==> src/rtl/addr_gen_seq_pkg.sv <==
`default_nettype none
// ============================================================================
// Module : ntt_addr_pkg
// Brief  : Shared types, default widths and lane-address helper for the
//          sequenced NTT/INTT butterfly address generator.
// Rev    : 1.0  initial release
// ============================================================================
package ntt_addr_pkg;

    localparam int ADDR_W    = 10;
    localparam int LANES     = 8;
    localparam int CNT_W     = ADDR_W - $clog2(LANES);
    localparam int STG_W_DEF = 4;

    typedef enum logic [1:0] {
        ST_IDLE  = 2'd0,
        ST_RUN   = 2'd1,
        ST_DRAIN = 2'd2
    } state_e;

    // Natural (non-reversed) address of one lane for a given beat.
    function automatic int unsigned lane_addr(
        input logic        ntt,
        input int unsigned cnt,
        input int unsigned lane,
        input int unsigned lanes,
        input int unsigned half_n
    );
        int unsigned bfu;
        bfu = lanes / 2;
        if (!ntt)
            return cnt * lanes + lane;
        if (lane < bfu)
            return cnt * bfu + lane;
        return cnt * bfu + half_n + (lane - bfu);
    endfunction

endpackage
`default_nettype wire

==> src/rtl/addr_gen_seq_if.sv <==
`default_nettype none
// ============================================================================
// Module : addr_gen_seq_if
// Brief  : Control and address-beat bundle between the multiplier controller,
//          the address generator and the RAM bank address muxes.
// Rev    : 1.0  initial release
// ============================================================================
interface addr_gen_seq_if
    import ntt_addr_pkg::*;
#(
    parameter int N_LOG   = ADDR_W,
    parameter int BFU_NUM = LANES / 2,
    parameter int STG_W   = STG_W_DEF
);
    localparam int C_LANES = 2 * BFU_NUM;
    localparam int C_CNT_W = N_LOG - $clog2(C_LANES);

    logic                       start;
    logic                       ntt_flag;
    logic                       rev;
    logic [STG_W-1:0]           num_stages;
    logic                       abort;
    logic                       addr_ready;
    logic                       addr_valid;
    logic [C_LANES*N_LOG-1:0]   addr_bus;
    logic [STG_W-1:0]           stage_idx;
    logic [C_CNT_W-1:0]         beat_cnt;
    logic                       last_beat;
    logic                       busy;
    logic                       done;

    modport master (
        input  start, ntt_flag, rev, num_stages, abort, addr_ready,
        output addr_valid, addr_bus, stage_idx, beat_cnt, last_beat, busy, done
    );

    modport slave (
        output start, ntt_flag, rev, num_stages, abort, addr_ready,
        input  addr_valid, addr_bus, stage_idx, beat_cnt, last_beat, busy, done
    );

endinterface
`default_nettype wire

==> src/rtl/addr_gen_seq_bit_rev.sv <==
`default_nettype none
// ============================================================================
// Module : bit_rev
// Brief  : Parametrised combinational bit reverser.
// Rev    : 1.0  initial release
// ============================================================================
module bit_rev
    import ntt_addr_pkg::*;
#(
    parameter int DATA_WIDTH = ADDR_W
) (
    input  wire logic [DATA_WIDTH-1:0] data_i,
    output logic      [DATA_WIDTH-1:0] data_o
);

    for (genvar i = 0; i < DATA_WIDTH; i++) begin : g_rev
        assign data_o[i] = data_i[DATA_WIDTH-1-i];
    end

endmodule
`default_nettype wire

==> src/rtl/addr_gen_seq.sv <==
`default_nettype none
// ============================================================================
// Module : addr_gen_seq
// Brief  : Self-sequencing butterfly address generator; walks every stage and
//          group of an NTT/INTT pass, emitting 2*BFU_NUM addresses per beat.
// Rev    : 1.0  initial release
// ============================================================================
module addr_gen_seq
    import ntt_addr_pkg::*;
#(
    parameter int N_LOG   = ADDR_W,
    parameter int BFU_NUM = LANES / 2,
    parameter int STG_W   = STG_W_DEF
) (
    input  wire logic       clk,
    input  wire logic       rst_n,
    addr_gen_seq_if.master  agi
);

    localparam int C_ADDR_W = N_LOG;
    localparam int C_LANES  = 2 * BFU_NUM;
    localparam int C_CNT_W  = N_LOG - $clog2(C_LANES);
    localparam int C_BUS_W  = C_LANES * C_ADDR_W;
    localparam int C_HALF_N = 2 ** (N_LOG - 1);
    localparam logic [STG_W-1:0] C_NLOG = STG_W'(N_LOG);

    state_e               state_q, state_d;
    logic [C_CNT_W-1:0]   cnt_q, cnt_d;
    logic [STG_W-1:0]     stage_q, stage_d;
    logic [STG_W-1:0]     nst_q, nst_d;
    logic                 ntt_q, ntt_d;
    logic                 rev_q, rev_d;
    logic                 valid_q, valid_d;
    logic                 last_q, last_d;
    logic                 busy_q, busy_d;
    logic                 done_q, done_d;
    logic [C_BUS_W-1:0]   bus_q, bus_d;
    logic [C_BUS_W-1:0]   w_bus;
    logic                 w_xfer;
    logic                 w_final;
    logic                 w_start_ok;

    assign w_xfer     = valid_q && agi.addr_ready;
    assign w_final    = w_xfer && (&cnt_q) && (stage_q == nst_q - STG_W'(1));
    assign w_start_ok = agi.start && (agi.num_stages != '0) && (agi.num_stages <= C_NLOG);

    always_ff @(posedge clk or negedge rst_n) begin
        if (!rst_n) begin
            state_q <= ST_IDLE;
            cnt_q   <= '0;
            stage_q <= '0;
            nst_q   <= '0;
            ntt_q   <= 1'b0;
            rev_q   <= 1'b0;
            valid_q <= 1'b0;
            last_q  <= 1'b0;
            busy_q  <= 1'b0;
            done_q  <= 1'b0;
            bus_q   <= '0;
        end else begin
            state_q <= state_d;
            cnt_q   <= cnt_d;
            stage_q <= stage_d;
            nst_q   <= nst_d;
            ntt_q   <= ntt_d;
            rev_q   <= rev_d;
            valid_q <= valid_d;
            last_q  <= last_d;
            busy_q  <= busy_d;
            done_q  <= done_d;
            bus_q   <= bus_d;
        end
    end

    always_comb begin
        state_d = state_q;
        cnt_d   = cnt_q;
        stage_d = stage_q;
        nst_d   = nst_q;
        ntt_d   = ntt_q;
        rev_d   = rev_q;
        if (agi.abort) begin
            state_d = ST_IDLE;
            cnt_d   = '0;
            stage_d = '0;
        end else begin
            case (state_q)
                ST_IDLE: begin
                    if (w_start_ok) begin
                        state_d = ST_RUN;
                        ntt_d   = agi.ntt_flag;
                        rev_d   = agi.rev;
                        nst_d   = agi.num_stages;
                        cnt_d   = '0;
                        stage_d = '0;
                    end
                end
                ST_RUN: begin
                    if (w_xfer) begin
                        cnt_d = cnt_q + C_CNT_W'(1);
                        if (&cnt_q)
                            stage_d = stage_q + STG_W'(1);
                        if (w_final)
                            state_d = ST_DRAIN;
                    end
                end
                ST_DRAIN: state_d = ST_IDLE;
                default:  state_d = ST_IDLE;
            endcase
        end
    end

    // Lane addresses are built from next-state values so the bus register
    // already holds the beat that becomes valid, and simply re-loads itself
    // while the consumer stalls.
    for (genvar j = 0; j < C_LANES; j++) begin : g_lane
        logic [C_ADDR_W-1:0] w_nat;
        logic [C_ADDR_W-1:0] w_rev;
        assign w_nat = C_ADDR_W'(lane_addr(ntt_d, 32'(cnt_d), j, C_LANES, C_HALF_N));
        bit_rev #(.DATA_WIDTH(C_ADDR_W)) u_bit_rev (
            .data_i (w_nat),
            .data_o (w_rev)
        );
        assign w_bus[j*C_ADDR_W +: C_ADDR_W] = (rev_d && (stage_d == '0)) ? w_rev : w_nat;
    end

    always_comb begin
        valid_d = (state_d == ST_RUN);
        busy_d  = (state_d != ST_IDLE);
        last_d  = valid_d && (&cnt_d);
        bus_d   = w_bus;
        done_d  = 1'b0;
        if (!agi.abort) begin
            if (state_q == ST_RUN && w_final)
                done_d = 1'b1;
            else if (state_q == ST_IDLE && agi.start && !w_start_ok)
                done_d = 1'b1;
        end
    end

    assign agi.addr_valid = valid_q;
    assign agi.addr_bus   = bus_q;
    assign agi.stage_idx  = stage_q;
    assign agi.beat_cnt   = cnt_q;
    assign agi.last_beat  = last_q;
    assign agi.busy       = busy_q;
    assign agi.done       = done_q;

endmodule
`default_nettype wire
==> src/flat_wrapper.sv <==
// flat-port wrapper written by rule: the top's interface ports become plain ports
module addr_gen_seq_flat import ntt_addr_pkg::*;
#(
    parameter int N_LOG   = ADDR_W,
    parameter int BFU_NUM = LANES / 2,
    parameter int STG_W   = STG_W_DEF
)
  (clk, rst_n, agi_start, agi_ntt_flag, agi_rev, agi_num_stages, agi_abort, agi_addr_ready, agi_addr_valid, agi_addr_bus, agi_stage_idx, agi_beat_cnt, agi_last_beat, agi_busy, agi_done);
  addr_gen_seq_if #(.N_LOG(N_LOG), .BFU_NUM(BFU_NUM), .STG_W(STG_W)) agi_i ();
  input  wire logic clk;
  input  wire logic rst_n;
  input wire logic [$bits(agi_i.start)-1:0] agi_start;
  input wire logic [$bits(agi_i.ntt_flag)-1:0] agi_ntt_flag;
  input wire logic [$bits(agi_i.rev)-1:0] agi_rev;
  input wire logic [$bits(agi_i.num_stages)-1:0] agi_num_stages;
  input wire logic [$bits(agi_i.abort)-1:0] agi_abort;
  input wire logic [$bits(agi_i.addr_ready)-1:0] agi_addr_ready;
  output wire logic [$bits(agi_i.addr_valid)-1:0] agi_addr_valid;
  output wire logic [$bits(agi_i.addr_bus)-1:0] agi_addr_bus;
  output wire logic [$bits(agi_i.stage_idx)-1:0] agi_stage_idx;
  output wire logic [$bits(agi_i.beat_cnt)-1:0] agi_beat_cnt;
  output wire logic [$bits(agi_i.last_beat)-1:0] agi_last_beat;
  output wire logic [$bits(agi_i.busy)-1:0] agi_busy;
  output wire logic [$bits(agi_i.done)-1:0] agi_done;
  assign agi_i.start = agi_start;
  assign agi_i.ntt_flag = agi_ntt_flag;
  assign agi_i.rev = agi_rev;
  assign agi_i.num_stages = agi_num_stages;
  assign agi_i.abort = agi_abort;
  assign agi_i.addr_ready = agi_addr_ready;
  assign agi_addr_valid = agi_i.addr_valid;
  assign agi_addr_bus = agi_i.addr_bus;
  assign agi_stage_idx = agi_i.stage_idx;
  assign agi_beat_cnt = agi_i.beat_cnt;
  assign agi_last_beat = agi_i.last_beat;
  assign agi_busy = agi_i.busy;
  assign agi_done = agi_i.done;
  addr_gen_seq #(.N_LOG(N_LOG), .BFU_NUM(BFU_NUM), .STG_W(STG_W)) u_core (.clk(clk), .rst_n(rst_n), .agi(agi_i));
endmodule
==> config.mk <==
export PLATFORM = sky130hd
export DESIGN_NAME = addr_gen_seq_flat
export DESIGN_NICKNAME = d
export VERILOG_FILES = /design/src/rtl/addr_gen_seq_pkg.sv /design/src/rtl/addr_gen_seq_if.sv /design/src/rtl/addr_gen_seq_bit_rev.sv /design/src/rtl/addr_gen_seq.sv /design/src/flat_wrapper.sv
export SDC_FILE = /design/constraint.sdc
export NUM_CORES = 1
export LEC_CHECK = 0
export ABC_AREA = 1
export BUFFER_PORTS_ARGS = -buffer_cell sky130_fd_sc_hd__buf_2
export CAP_MARGIN = 5
export CORE_AREA = 2 2 99 101
export CTS_CLUSTER_DIAMETER = 40
export DETAILED_ROUTE_END_ITERATION = 10
export DIE_AREA = 0 0 101 103
export PLACE_DENSITY = 0.56
export SLEW_MARGIN = 10
export SYNTH_ARGS = -nofsm -noshare
export SYNTH_HDL_FRONTEND = slang
export SYNTH_SLANG_ARGS = --single-unit
==> constraint.sdc <==
create_clock -name clk -period 2.1 [get_ports clk]
set_input_delay 0.315 -clock clk [delete_from_list [all_inputs] [get_ports clk]]
set_output_delay 0.315 -clock clk [all_outputs]
set_load 0.03 [all_outputs]
==> flow_summary.yaml <==
finish:
  layout.cells.most_common_list: "buf_2, nand2_1, dfrtp_1"
  final_core_util_pct: 32.9
  area_delta_synth_final_pct: 12.5
  layout.cells.most_common: "buf_2"
  antenna_cells_inserted: 0
  layout.nets: 396
  final_layout_size_suffix_gt1_share_pct: 45.4
placement:
  gp_congestion: 0.831
  port-buffer-count: 105
  dp.final_hpwl_um: 4680
floorplanning:
  core_region_area_sq_mm: 0.00946
  top_level_ports: 106
  floorplan.initialDensity_pct: 29.2
  floorplan.die_area_sq_mm: 0.0104
  die_x_um: 101
  die_h_um: 103
  std_cell_rows: 36
clock_tree:
  path_clk_slew_ns: 0.09
  root_buffer: "clkbuf_8"
  cts-buffers-inserted: 5
  clock_tree_from_tritoncts: "done"
  clock_tree.htree_level_count: 2
  worstSkewPairLatency_ns: 0.31
  cts_sinks: 43
  max-clock-path-buffers: 2
power_and_ir_drop:
  p_leak_uw: 0.00176
  worst_ir_drop_vdd_mv: 0.277
  total_power_uw: 2400
  power_per_cell_area_mw_per_mm2: 771
flow_run:
  cap_violations: 0
critical_path:
  cp-end-kind: "flop"
  crit_required_ns: 2.34
  crit_chain: "ha_1, nand3_1, nor2_2, nand3_1, inv_1, nand3_1, nand3_2, nand2_2, nor2_4, nand3_1, nand2_1"
  worst_r2r_path_depth: 11
  critical-path-top-cell-by-count: "nand3_1"
  cp.arrival_ns: 2.13
  cp_slowest_stage_delay_ns: 0.43
  cp_max_fo: 10
  critical_path.startpoint_type: "flop"
  cp_slowest_cell: "dfrtp_1"
  cp_num_cells: 11
  cpLargestDelayFamily: "simple AND/OR/NAND/NOR gates"
  setup.reg_to_reg.worst_slack_ns: 0.21
  timing_worst_setup_path_type: "reg2reg"
  worstPathBufferInverterCount: 1
synth:
  synthesis.instances: 327
  yosys.cell_types.count: 33
  synth_seq_cells: 43
  synthesis.yosys.warnings: 0
  syn_avg_cell_area_sq_um: 8.45
  synth.net_count: 341
  mappedNetlistArea_sq_mm: 0.00276
  synth_seq_area_share_pct: 38.9
sta:
  post-route-period-util_pct: 90.0
  finalMaxSlewViolations: 0
  final_setup_skew_ns: 0.00882
  setup_violation_total_in_the_final_timing_report: 0
  achievable-frequency_mhz: 529
  timing.final.crit_period_ns: 1.89
  fin_hold_viols: 0
  timing.slew.headroom_pct: 78.4
  timing_worst_slew_pin_value_ns: 0.321
grt:
  grt_remaining_overflow: 0
  grt_antenna_before_repair: 0
  groute.usage.overall_pct: 11.1
  grt_first_pass_wirelength_um: 9050
  largest_net_degree_at_the_start_of_global_routing: 20
  first_global_vias: 1898
routing:
  number_of_drc_violations_after_detailed_routing: 0
  dr.first_iter.drc_count: 82
  routed_via_density: 4.26
  wl_per_cell_um: 11.6
  num_vias: 2118
  totalWireLength_um: 5770
  route.antenna.remaining_nets: 0
  first_pass_iters: 4
min_path:
  worst_hold_path_type: "in2reg"
  timing.hold.worst_path_depth: 2
run_status:
  run_status: "finished clean"
[power breakdown]
group	internal (uW)	switching, uW	leakage [uW]
clock network	245	318	0.0000491
registers	911	64.6	0.000567
logic	248	610	0.00114
[sequential cells by signal (all words and copies together) (netlist names)]
signal                 cells
u_core.agi.addr_bus       20
u_core.agi.addr_valid      1
u_core.agi.beat_cnt        7
u_core.agi.busy            1
u_core.agi.done            1
u_core.agi.last_beat       1
u_core.agi.stage_idx       4
u_core.nst_q               4
u_core.ntt_q               1
u_core.rev_q               1
u_core.state_q             2
[cells by family (layout without fill, tap and decap cells)]
group           after synthesis  after routing  synth area share (%)
simple gates                165            165                  32.8
fa+ha+maj                     3              3                  1.36
compound gates               13             13                  3.12
buf+inv                      98            154                  22.1
xor+xnor                      5              5                  1.59
flops                        43             43                  38.9
[stage by stage]
stage	TNS (ns)	worst slack, ns	hold slack [ns]	instances	cell area, sq um
2_1_floorplan	0	0.167	0.0194	327	2760
3_5_place_dp	0	0.149	0.210	486	2970
5_1_grt	-0.000799	-0.000799	0.254	497	3110
6_report	0	0.210	0.259	497	3110
3_3_place_gp	0	0.251	0.205	486	2970
4_1_cts	0	0.126	0.256	495	3080
[final cells by class]
type	instances	area, sq um
sequential	43	1080
fill	1040	6350
multi-input combinational	186	1080
timing repair buffer	111	586
tap	114	143
inverter	35	131
clock inverter	3	26.3
clock buffer	5	68.8
[synthesized netlist by cell type]
cell type | instances | area, sq um
nand2_1 | 73 | 274
buf_4 | 60 | 450
dfrtp_1 | 43 | 1080
inv_1 | 26 | 97.6
nand3_1 | 24 | 120
nor2_1 | 12 | 45.0
nor2_2 | 12 | 75.1
nand2_2 | 10 | 62.6
inv_2 | 9 | 33.8
nor2_4 | 9 | 101
nand4_1 | 7 | 43.8
o21ai_0 | 5 | 25.0
a21oi_1 | 4 | 20.0
nor3_1 | 4 | 20.0
ha_1 | 3 | 37.5
nand2_4 | 3 | 33.8
nand3_2 | 3 | 30.0
xor2_1 | 3 | 26.3
buf_2 | 2 | 10.0
xnor2_1 | 2 | 17.5
a21oi_4 | 1 | 16.3
buf_12 | 1 | 20.0
nand2_8 | 1 | 20.0
nand3_4 | 1 | 17.5
nand3b_1 | 1 | 7.51
nand4_2 | 1 | 12.5
nand4_4 | 1 | 21.3
nor2b_1 | 1 | 6.26
nor3_2 | 1 | 10.0
o21ai_1 | 1 | 5.00
o21ai_2 | 1 | 8.76
o21bai_2 | 1 | 11.3
or2_2 | 1 | 6.26
[path summary, 6_finish.rpt]
kind                                                  startpoint                                end
worst max register to register  u_core.agi.beat_cnt[0]$_DFF_PN0_  u_core.agi.addr_bus[37]$_DFF_PN0_
min in group asynchronous                                  rst_n     u_core.agi.last_beat$_DFF_PN0_
worst min register to register       u_core.nst_q[1]$_DFFE_PN0P_        u_core.nst_q[1]$_DFFE_PN0P_
worst max-delay path            u_core.agi.beat_cnt[0]$_DFF_PN0_  u_core.agi.addr_bus[37]$_DFF_PN0_
max in group asynchronous                                  rst_n  u_core.agi.stage_idx[2]$_DFF_PN0_
worst min-delay path                                   agi_abort          u_core.agi.done$_DFF_PN0_
[metal layers]
| metal | up-vias | track usage, % | share of wire, % |
|---|---|---|---|
| li1 | 1069 | - | - |
| met1 | 990 | 14.6 | 46 |
| met2 | 53 | 18.9 | 50 |
| met3 | 6 | 1.42 | 3.1 |
| met4 | 0 | 4.05 | 1.2 |
| met5 | - | 0 | 0 |
[timing repair]
action	CTS	global route
resized for setup	0	1
setup endpoints to repair	0	9
hold endpoints to repair	10	0
hold buffers	1	0
buffers inserted	0	2
Note: power is estimated with default switching activity, not from simulation.
